<file path="config.mk">
export PLATFORM = sky130hd
export DESIGN_NAME = bcd_xs3_converter_flat
export DESIGN_NICKNAME = d
export VERILOG_FILES = /design/src/rtl/bcd_xs3_pkg.sv /design/src/rtl/bcd_xs3_converter_if.sv /design/src/rtl/bcd_xs3_digit.sv /design/src/rtl/bcd_xs3_converter.sv /design/src/flat_wrapper.sv
export SDC_FILE = /design/constraint.sdc
export NUM_CORES = 1
export LEC_CHECK = 0
export CORE_MARGIN = 2
export CORE_UTILIZATION = 53
export DETAILED_ROUTE_END_ITERATION = 10
export PLACE_DENSITY = 0.87
export SLEW_MARGIN = 20
export SYNTH_ARGS = -nofsm -noshare
export SYNTH_HDL_FRONTEND = slang
export SYNTH_SLANG_ARGS = --single-unit
</file>
<file path="constraint.sdc">
create_clock -name clk -period 5.3 [get_ports clk]
set_input_delay 1.06 -clock clk [delete_from_list [all_inputs] [get_ports clk]]
set_output_delay 1.06 -clock clk [all_outputs]
set_load 0.02 [all_outputs]
</file>
<file path="src/rtl/bcd_xs3_pkg.sv">
// Shared types and constants for the BCD <-> Excess-3 converter.
// Used by the digit converter, the interface and the top level.
package bcd_xs3_pkg;

   typedef enum logic [1:0] {
      IDLE,
      CONV,
      DONE
   } state_t;

   localparam logic MODE_TO_XS3 = 1'b0;
   localparam logic MODE_TO_BCD = 1'b1;

   localparam logic [3:0] XS3_OFFSET = 4'd3;
   localparam logic [3:0] BCD_MAX    = 4'd9;
   localparam logic [3:0] XS3_MIN    = 4'd3;
   localparam logic [3:0] XS3_MAX    = 4'd12;

endpackage

</file>
<file path="src/rtl/bcd_xs3_converter_if.sv">
// Valid/ready word bus of the converter: producer side in,
// consumer side out. master = environment, slave = converter.
interface bcd_xs3_converter_if #(
   parameter int DIGITS = 4,
   parameter int DW     = 4 * DIGITS,
   parameter int EW     = (DIGITS > 1) ? $clog2(DIGITS) : 1
);
   logic          in_valid;
   logic          in_ready;
   logic [DW-1:0] in_data;
   logic          in_mode;
   logic          out_valid;
   logic          out_ready;
   logic [DW-1:0] out_data;
   logic          out_err;
   logic [EW-1:0] out_err_digit;

   modport master (
      output in_valid, in_data, in_mode, out_ready,
      input  in_ready, out_valid, out_data, out_err, out_err_digit
   );

   modport slave (
      input  in_valid, in_data, in_mode, out_ready,
      output in_ready, out_valid, out_data, out_err, out_err_digit
   );
endinterface

</file>
<file path="src/rtl/bcd_xs3_digit.sv">
// Single-digit BCD <-> XS3 converter, purely combinational.
// BCD_XS3_ERR_EN adds invalid-digit detection and forces 4'hF.
module bcd_xs3_digit
   import bcd_xs3_pkg::*;
(
   input  logic [3:0] digit,
   input  logic       mode,
`ifdef BCD_XS3_ERR_EN
   output logic       invalid,
`endif
   output logic [3:0] result
);

   logic [3:0] sum;

   assign sum = (mode == MODE_TO_BCD) ? digit - XS3_OFFSET
                                      : digit + XS3_OFFSET;

`ifdef BCD_XS3_ERR_EN
   assign invalid = (mode == MODE_TO_BCD)
                  ? ((digit < XS3_MIN) || (digit > XS3_MAX))
                  : (digit > BCD_MAX);
   assign result  = invalid ? 4'hF : sum;
`else
   assign result  = sum;
`endif

endmodule

</file>
<file path="src/rtl/bcd_xs3_converter.sv">
// Digit-serial BCD <-> Excess-3 word converter, one digit per clock.
// Optional invalid-digit reporting is enabled by BCD_XS3_ERR_EN.
module bcd_xs3_converter
   import bcd_xs3_pkg::*;
#(
   parameter int DIGITS = 4,
   parameter int DW     = 4 * DIGITS
) (
   input logic                 clk,
   input logic                 rst,
   bcd_xs3_converter_if.slave  bus
);

   localparam int CW = (DIGITS > 1) ? $clog2(DIGITS) : 1;

   state_t        state;
   state_t        state_n;
   logic [DW-1:0] in_q;
   logic [DW-1:0] out_q;
   logic          mode_q;
   logic [CW-1:0] cnt;
   logic          rdy_q;
   logic          vld_q;
   logic          err_q;
   logic [CW-1:0] err_dig_q;
   logic [3:0]    dig;
   logic [3:0]    res;
   logic          last;
   logic          accept;

   assign dig    = in_q[4*cnt +: 4];
   assign last   = (cnt == CW'(DIGITS - 1));
   assign accept = (state == IDLE) && rdy_q && bus.in_valid;

`ifdef BCD_XS3_ERR_EN
   logic bad;
`endif

   bcd_xs3_digit u_digit (
      .digit   (dig),
      .mode    (mode_q),
`ifdef BCD_XS3_ERR_EN
      .invalid (bad),
`endif
      .result  (res)
   );

   // Next-state decode: accept, walk the digits, wait for the consumer
   always_comb begin
      state_n = state;
      unique case (state)
         IDLE:    if (accept)        state_n = CONV;
         CONV:    if (last)          state_n = DONE;
         DONE:    if (bus.out_ready) state_n = IDLE;
         default:                    state_n = IDLE;
      endcase
   end

   // State register with registered handshake flags
   always_ff @(posedge clk or negedge rst) begin
      if (!rst) begin
         state <= IDLE;
         rdy_q <= 1'b0;
         vld_q <= 1'b0;
      end else begin
         state <= state_n;
         rdy_q <= (state_n == IDLE);
         vld_q <= (state_n == DONE);
      end
   end

   // Word capture, per-digit write-back and first-error tracking
   always_ff @(posedge clk or negedge rst) begin
      if (!rst) begin
         in_q      <= '0;
         out_q     <= '0;
         mode_q    <= MODE_TO_XS3;
         cnt       <= '0;
         err_q     <= 1'b0;
         err_dig_q <= '0;
      end else if (accept) begin
         in_q      <= bus.in_data;
         mode_q    <= bus.in_mode;
         out_q     <= '0;
         cnt       <= '0;
         err_q     <= 1'b0;
         err_dig_q <= '0;
      end else if (state == CONV) begin
         out_q[4*cnt +: 4] <= res;
         if (!last) cnt <= cnt + 1'b1;
`ifdef BCD_XS3_ERR_EN
         if (bad && !err_q) begin
            err_q     <= 1'b1;
            err_dig_q <= cnt;
         end
`endif
      end
   end

   assign bus.in_ready  = rdy_q;
   assign bus.out_valid = vld_q;
   assign bus.out_data  = out_q;

`ifdef BCD_XS3_ERR_EN
   assign bus.out_err       = err_q;
   assign bus.out_err_digit = (DIGITS > 1) ? err_dig_q : '0;
`else
   assign bus.out_err       = 1'b0;
   assign bus.out_err_digit = '0;
`endif

endmodule

</file>
<file path="src/flat_wrapper.sv">
// flat-port wrapper written by rule: the top's interface ports become plain ports
module bcd_xs3_converter_flat import bcd_xs3_pkg::*;
#(
   parameter int DIGITS = 4,
   parameter int DW     = 4 * DIGITS
)
  (clk, rst, bus_in_valid, bus_in_data, bus_in_mode, bus_out_ready, bus_in_ready, bus_out_valid, bus_out_data, bus_out_err, bus_out_err_digit);
  bcd_xs3_converter_if #(.DIGITS(DIGITS), .DW(DW)) bus_i ();
  input logic clk;
  input logic rst;
  input wire logic [$bits(bus_i.in_valid)-1:0] bus_in_valid;
  input wire logic [$bits(bus_i.in_data)-1:0] bus_in_data;
  input wire logic [$bits(bus_i.in_mode)-1:0] bus_in_mode;
  input wire logic [$bits(bus_i.out_ready)-1:0] bus_out_ready;
  output wire logic [$bits(bus_i.in_ready)-1:0] bus_in_ready;
  output wire logic [$bits(bus_i.out_valid)-1:0] bus_out_valid;
  output wire logic [$bits(bus_i.out_data)-1:0] bus_out_data;
  output wire logic [$bits(bus_i.out_err)-1:0] bus_out_err;
  output wire logic [$bits(bus_i.out_err_digit)-1:0] bus_out_err_digit;
  assign bus_i.in_valid = bus_in_valid;
  assign bus_i.in_data = bus_in_data;
  assign bus_i.in_mode = bus_in_mode;
  assign bus_i.out_ready = bus_out_ready;
  assign bus_in_ready = bus_i.in_ready;
  assign bus_out_valid = bus_i.out_valid;
  assign bus_out_data = bus_i.out_data;
  assign bus_out_err = bus_i.out_err;
  assign bus_out_err_digit = bus_i.out_err_digit;
  bcd_xs3_converter #(.DIGITS(DIGITS), .DW(DW)) u_core (.clk(clk), .rst(rst), .bus(bus_i));
endmodule
</file>
Word-level counts from Yosys, hierarchy flattened:

Cells that the tools add are included.

* add/sub/neg operators: 4
* reduce and logical (&&, ||, !) cells: 6
* shift operators: 3
* mux-type cells: 11
* equal/unequal tests: 5

Operators by type and width (number)
* $neg 4->34: 1
* $shift 4x34->16 const A: 1
* $shiftx 4x34->16: 1
* $mux 16: 2
* $bwmux 16: 1
* $shiftx 16x5->4: 1
* $mux 2: 6
* $eq 2x2->1 const B: 3
* $pmux 2 s3: 1
* $add 4x2->4 const B: 1
* $logic_not 2->1: 2
* $mux 4: 1
* $sub 4x2->4 const B: 1
* $add 2x1->2 const B: 1
* $eq 2x1->1 const B: 1
* $logic_and 1x1->1: 2
* $ne 2x2->1 const B: 1
* $reduce_and 2->1: 1
* $reduce_bool 2->1: 1

* word-level logic and storage cells: 36
* output and inout port bits: 21
* bits of input ports: 21
* flip-flop bits (word level): 39

Logic depth before layout (Yosys ltp):

Gate-level depths: netlist (run 1).

* depth after elaboration: 7
* gate-level depth with buffers: 8
* gate-level depth less buffers: 7

Modules after synthesis:

Synthesis (run 1) repeated with hierarchy kept, for this count alone.

* cells, all modules: 140
* area total of the unflattened synthesis: 1936.9 sq um

Modules (own cells, without submodules)
* bcd_xs3_converter: area an instance 1841.8 sq um, seq. area each 975.9 sq um, cells each 130, times used 1
* bcd_xs3_digit: area an instance 95.1 sq um, seq. area each 0.0 sq um, cells each 10, times used 1

Worst setup path after synthesis (run 1):

No wires, ideal clock.

* kind: reg2reg
* start point: register u_core.cnt[0]
* end point: register u_core.out_q[3], in the netlist u_core.bus.out_data[3]
* stages on the path, launching flop included: 9
* slack: 3.063 ns
* clock period less this slack: 2.237 ns
* path buffers: 1
* library setup time: 0.122 ns
* data arrival time: 2.115 ns
* data required time: 5.178 ns
* path through: dfrtp_1 -> buf_6 -> mux4_2 -> ha_1 -> a21oi_1 -> o21ai_1 -> a41oi_2 -> xnor2_1 -> a32o_1

* longest elaborated chain between the ends: 7
* elaborated cells on any way between the ends: 10
* classes of those cells: add/sub (3); shift (3); mux (4)

RTL lines
* start: declaration: RTL line bcd_xs3_converter.sv:21 `logic [CW-1:0] cnt;`
* start signal: assignment: RTL line bcd_xs3_converter.sv:90 `if (!last) cnt <= cnt + 1'b1;`
* $shiftx 16x5->4: RTL line bcd_xs3_converter.sv:31 `assign dig = in_q[4*cnt +: 4];`
* $add 4x2->4 / $sub 4x2->4 (equally long branches): RTL line bcd_xs3_digit.sv:17, bcd_xs3_digit.sv:16
* $mux 4: RTL line bcd_xs3_digit.sv:16 `assign sum = (mode == MODE_TO_BCD) ? digit - XS3_OFFSET`
* $shiftx 4x34->16: RTL line bcd_xs3_converter.sv:89 `out_q[4*cnt +: 4] <= res;`
* $bwmux 16 *: RTL line bcd_xs3_converter.sv:89
* $mux 16 *: RTL line bcd_xs3_converter.sv:88 `end else if (state == CONV) begin`
* $mux 16 *: RTL line bcd_xs3_converter.sv:81 `end else if (accept) begin`
* end signal: indexed assignment: RTL line bcd_xs3_converter.sv:89
* end: declaration: RTL line bcd_xs3_converter.sv:19 `logic [DW-1:0] out_q;`

Mark *: on every way between the ends. The rest lies on a longest branch, timed or not. The select of a mux whose other input is x is not followed.
A chain may end at the register's enable or synchronous reset.

Worst setup path after layout (run 1):

Ends and elaborated chain as after synthesis.

==> results of run 1 <==
==> power breakdown <==
group	total [µW]	internal, µW	switching [µW]
Combinational	797	376	421
Sequential	516	422	93.9
Clock	164	78.1	85.6
Total	1480	876	601
==> logic make-up after synthesis <==
family	Yosys count	share of synthesized area
DFF	39	0.538
buffers and inverters	12	0.0379
AOI/OAI and AO/OA	28	0.117
and+or+nand+nor	28	0.0793
muxes	21	0.150
xor gates and xnor gates	4	0.0234
other	1	0.00207
adders and majority gates	7	0.0524
==> cell type report <==
type | count | area, µm² | share of cell area
timing repair buffer | 39 | 383 | 0.168
sequential | 39 | 976 | 0.427
multi-input combinational | 91 | 783 | 0.343
clock buffer | 8 | 68.8 | 0.0301
inverter | 4 | 15.0 | 0.00658
tap | 46 | 57.6 | 0.0252
==> synth_stat cells, drive strengths merged <==
library cell | instances | area [µm²]
nand4b | 1 | 8.76
buf | 8 | 53.8
and2 | 1 | 6.26
nor3 | 3 | 15.0
fa | 1 | 20.0
mux2i | 1 | 10.0
mux4 | 3 | 67.6
xor2 | 1 | 8.76
o21ai | 6 | 30.0
nand2 | 7 | 26.3
nor4b | 1 | 8.76
a21oi | 6 | 30.0
dfrtp | 39 | 976
nand2b | 1 | 6.26
a32o | 1 | 10.0
nand3 | 2 | 10.0
ha | 6 | 75.1
a41oi | 1 | 16.3
nand3b | 1 | 7.51
conb | 1 | 3.75
inv | 4 | 15.0
a22o | 14 | 126
xnor2 | 3 | 33.8
mux2 | 17 | 195
nor2 | 7 | 26.3
nor4bb | 1 | 10.0
nor2b | 2 | 12.5
or2 | 1 | 6.26
==> metrics by stage <==
step                worst slack [ns]  std cells  utilization
CTS                             2.55        227        0.690
finish                          2.56        227        0.690
floorplan                       3.06        142            -
detailed placement              2.58        219        0.669
global placement                2.65        219        0.669
global route                    2.32        227        0.690
==> worst paths after layout <==
check,slack [ns],cells past startpoint,end,from
max in group asynchronous,3.96,1,u_core.mode_q$_DFFE_PN0P_,rst
min in group asynchronous,0.82,1,u_core.bus.out_valid$_DFF_PN0_,rst
worst min-delay path,0.51,2,u_core.bus.out_data[1]$_DFFE_PN0P_,u_core.bus.out_data[1]$_DFFE_PN0P_
worst max-delay path,2.56,7,u_core.bus.out_data[3]$_DFFE_PN0P_,u_core.cnt[0]$_DFFE_PN0P_
worst max register to register,2.56,7,u_core.bus.out_data[3]$_DFFE_PN0P_,u_core.cnt[0]$_DFFE_PN0P_
worst min register to register,0.51,2,u_core.bus.out_data[1]$_DFFE_PN0P_,u_core.bus.out_data[1]$_DFFE_PN0P_
==> per-layer routing <==
metal  track usage  vias up
met5             0        -
li1              -      578
met3        0.0523        6
met1         0.240      614
met4        0.0639        0
met2         0.310       43
==> tightest hold or removal path: stages, from the launching register on <==
cell     delay [ns]
dfrtp_1        0.36
nand2_1        0.05
o21ai_0        0.06
==> registers in the layout, indices dropped and copies added (netlist names) <==
name                  cells
u_core.in_q              16
u_core.mode_q             1
u_core.bus.out_data      16
u_core.bus.out_valid      1
u_core.cnt                2
u_core.bus.in_ready       1
u_core.state              2
==> impl_metrics.ini, run 1 <==
[outcome]
status = complete, no violations

[setup_path]
crit_path_start_kind = flip-flop
cp_slowest_stage_delay_ns = 0.72
critPathArrivalTime_ns = 3.02
critical_path_class = reg2reg
critical_path.top_delay_family = flip-flops
cp_cell_sequence = mux4_2 -> ha_1 -> nand3_1 -> o21ai_1 -> a41oi_2 -> xnor2_1 -> a32o_1
critical_path_required_ns = 5.57
critPathBufInv = 0
critical_path.slowest_cell = dfrtp_1
worst_setup_path_end_kind = flip-flop
path_max_fanout = 13

[placed_design]
gp_congestion = 0.757
port_buffers = 38
hpwl_um = 2470
dpl_cell_area_um2 = 2210

[clock_tree]
insertion_delay_ns = 0.32
htree_levels = 2
cts-root-buf = clkbuf_4
cts_tree = built
post_cts_resize_count = 0
cts_hold_buf = 0
clkSlewWorstSetupHoldPaths_ns = 0.10
post_cts_buffers = 0
clockBufferDepth = 2
clock-sinks = 39
numCtsBuffers = 5

[min_path]
hold_path_class = reg2reg

[grt]
track_usage = 0.188
gr-total-overflow = 0
grt_pass1_wl_um = 5690
grt_pass1_vias = 1235
antenna_found_initial = 0
grt_max_degree = 40

[timing]
hold_ws_ns = 0.507
rsz0062_at_grt = no
setup_viol = 0
skew_ns = 0.00447
fmaxAchievable_mhz = 364
slew_violations = 0
period_needed_ns = 2.74
period_share = 0.518
worst_pin_slew_ns = 0.829
slew_headroom = 0.447
finalSetupTns_ns = 0
finalHoldViolCount = 0

[finish]
nFillCells = 250
drive_gt1_frac = 0.199
final_cell_mix = dfrtp_1 (39), clkdlybuf4s50_1 (37), mux2_2 (16), a22o_1 (11)
syn_to_final_growth_pct = 25.8
fin_area_um2 = 2280
layout_commonest_cell = dfrtp_1
final_nets = 208
antenna_cells = 0

[logic_synthesis]
yosys_warnings = 0
ys_ff_latch = 39
syn_area_um2 = 1820
synth_cell_types = 34
yosysSeqAreaShare = 0.538
syn_inst = 140
avgSynthCellArea_um2 = 13.0

[power]
power_uw = 1480
leakagePower_uw = 0.000983
ir_worst_vdd_mv = 0.360
power.density_nw_per_um2 = 647

[floorplanning]
die_h_um = 62.5
die_w_um = 62.5
io_pins = 42
die_area_um2 = 3910
num_rows = 21
start_util = 0.548
coreArea_um2 = 3310

[route]
firstDrtPassIters = 4
met3_wirelength_um = 181
drc = 0
finalWirelength_um = 3280
wl_met1_um = 1340
top_layer = met4
route.met2.wl_um = 1700
ant_nets = 0
viasPerCell = 5.47
wl_per_cell_um = 14.4
vias = 1241
drtIter0Drc = 70

[job]
cap_violations = 0
(Power assumes the default switching activity.)
==> inputs of run 2 (changes only) <==
CORE_UTILIZATION = 44   (was 53)
PLACE_DENSITY = 0.77   (was 0.87)
clock period = 2.3 ns   (was 5.3 ns; I/O delays follow)
==> impl_metrics.ini, run 2 (same netlist as run 1, synthesis figures left out) <==
[outcome]
status = complete, no violations

[timing]
setup_viol = 0
hold_ws_ns = 0.263
finalSetupTns_ns = 0
rsz0062_at_grt = yes
skew_ns = 0.00589
period_share = 0.962
finalHoldViolCount = 0
fmaxAchievable_mhz = 452
period_needed_ns = 2.21
worst_pin_slew_ns = 0.839
slew_headroom = 0.441
slew_violations = 0

[finish]
final_cell_mix = dfrtp_1 (39), clkdlybuf4s50_1 (37), mux2_2 (16), a22o_1 (11)
antenna_cells = 0
fin_area_um2 = 2370
final_cells = 236
syn_to_final_growth_pct = 30.7
final_nets = 213
nFillCells = 315
drive_gt1_frac = 0.237
layout_commonest_cell = dfrtp_1

[min_path]
hold_path_class = in2async

[clock_tree]
clkSlewWorstSetupHoldPaths_ns = 0.08
post_cts_buffers = 0
clock-sinks = 39
insertion_delay_ns = 0.29
cts_hold_buf = 0
cts_tree = built
post_cts_resize_count = 0
numCtsBuffers = 5
clockBufferDepth = 2
cts-root-buf = clkbuf_8
htree_levels = 2

[route]
firstDrtPassIters = 4
wl_per_cell_um = 15.3
vias = 1296
drtIter0Drc = 112
finalWirelength_um = 3620
viasPerCell = 5.49
drc = 0
ant_nets = 0

[setup_path]
critPathArrivalTime_ns = 2.39
crit_path_start_kind = flip-flop
reg2reg_depth = 8
critical_path_class = reg2reg
critical_path.slowest_cell = dfrtp_1
cp_slowest_stage_delay_ns = 0.41
cp_cell_sequence = buf_4 -> mux2_4 -> nor2_1 -> a21oi_1 -> fa_1 -> xor2_1 -> buf_4 -> a22o_1
cp_num_cells = 8
worst_setup_path_end_kind = flip-flop
critical_path.top_delay_family = flip-flops
critPathBufInv = 2
path_max_fanout = 11
path_common_cell = buf_4
critical_path_required_ns = 2.48

[grt]
track_usage = 0.183
grt_pass1_wl_um = 6150
grt_max_degree = 40
antenna_found_initial = 0
gr-total-overflow = 0
grt_pass1_vias = 1308

[power]
ir_worst_vdd_mv = 0.655
power.density_nw_per_um2 = 1550
leakagePower_uw = 0.00103
power_uw = 3680

[floorplanning]
coreArea_um2 = 3970
die_w_um = 68.2
die_area_um2 = 4660
die_h_um = 68.2
start_util = 0.457
num_rows = 23
io_pins = 42

[job]
cap_violations = 0

[placed_design]
hpwl_um = 2720
dp.cells = 228
dpl_cell_area_um2 = 2270
gp_congestion = 0.927
port_buffers = 38
[run 2: changes by cell type in the layout (fill, tap and decap cells not counted), sizes merged]
| cell | previous run | this run |
|---|---|---|
| clkinv | 0 | 3 |
| buf | 2 | 7 |
| clkbuf | 8 | 5 |
[run 2: per-stage QoR]
step	utilization	setup slack (ns)
after global placement	0.572	0.151
after detailed placement	0.572	0.0656
after global routing	0.598	-0.0183
after floorplan	-	0.0634
after CTS	0.593	0.0544
final	0.598	0.0883
[run 2: worst paths after layout]
path / start / to / slack (ns)
max in group asynchronous: rst / u_core.bus.out_data[13]$_DFFE_PN0P_ / 1.51
worst max register to register: u_core.cnt[0]$_DFFE_PN0P_ / u_core.bus.out_data[14]$_DFFE_PN0P_ / 0.09
worst min-delay path: rst / u_core.bus.out_data[2]$_DFFE_PN0P_ / 0.26
min in group clk: u_core.bus.out_data[1]$_DFFE_PN0P_ / u_core.bus.out_data[1]$_DFFE_PN0P_ / 0.48
worst min register to register: u_core.bus.out_data[1]$_DFFE_PN0P_ / u_core.bus.out_data[1]$_DFFE_PN0P_ / 0.48
worst max-delay path: u_core.cnt[0]$_DFFE_PN0P_ / u_core.bus.out_data[14]$_DFFE_PN0P_ / 0.09
[run 2: routing by layer]
layer | GRT usage | vias to the layer above | part of all wire
met4 | 0.0750 | 0 | 0.024
met2 | 0.312 | 53 | 0.50
li1 | - | 586 | -
met3 | 0.0576 | 15 | 0.064
met1 | 0.213 | 642 | 0.41
met5 | 0 | - | 0
[run 2: layout make-up]
class / count / area, µm² / area share
timing repair buffer: 44 / 433 / 0.182
multi-input combinational: 91 / 803 / 0.338
sequential: 39 / 976 / 0.411
clock buffer: 5 / 68.8 / 0.0290
tap: 50 / 62.6 / 0.0264
inverter: 4 / 15.0 / 0.00633
clock inverter: 3 / 15.0 / 0.00633
[run 2: report_power, final]
group | internal, µW | switching (µW) | total [µW]
clock network | 207 | 234 | 441
registers | 977 | 177 | 1150
logic | 1040 | 1050 | 2090
total | 2220 | 1460 | 3680
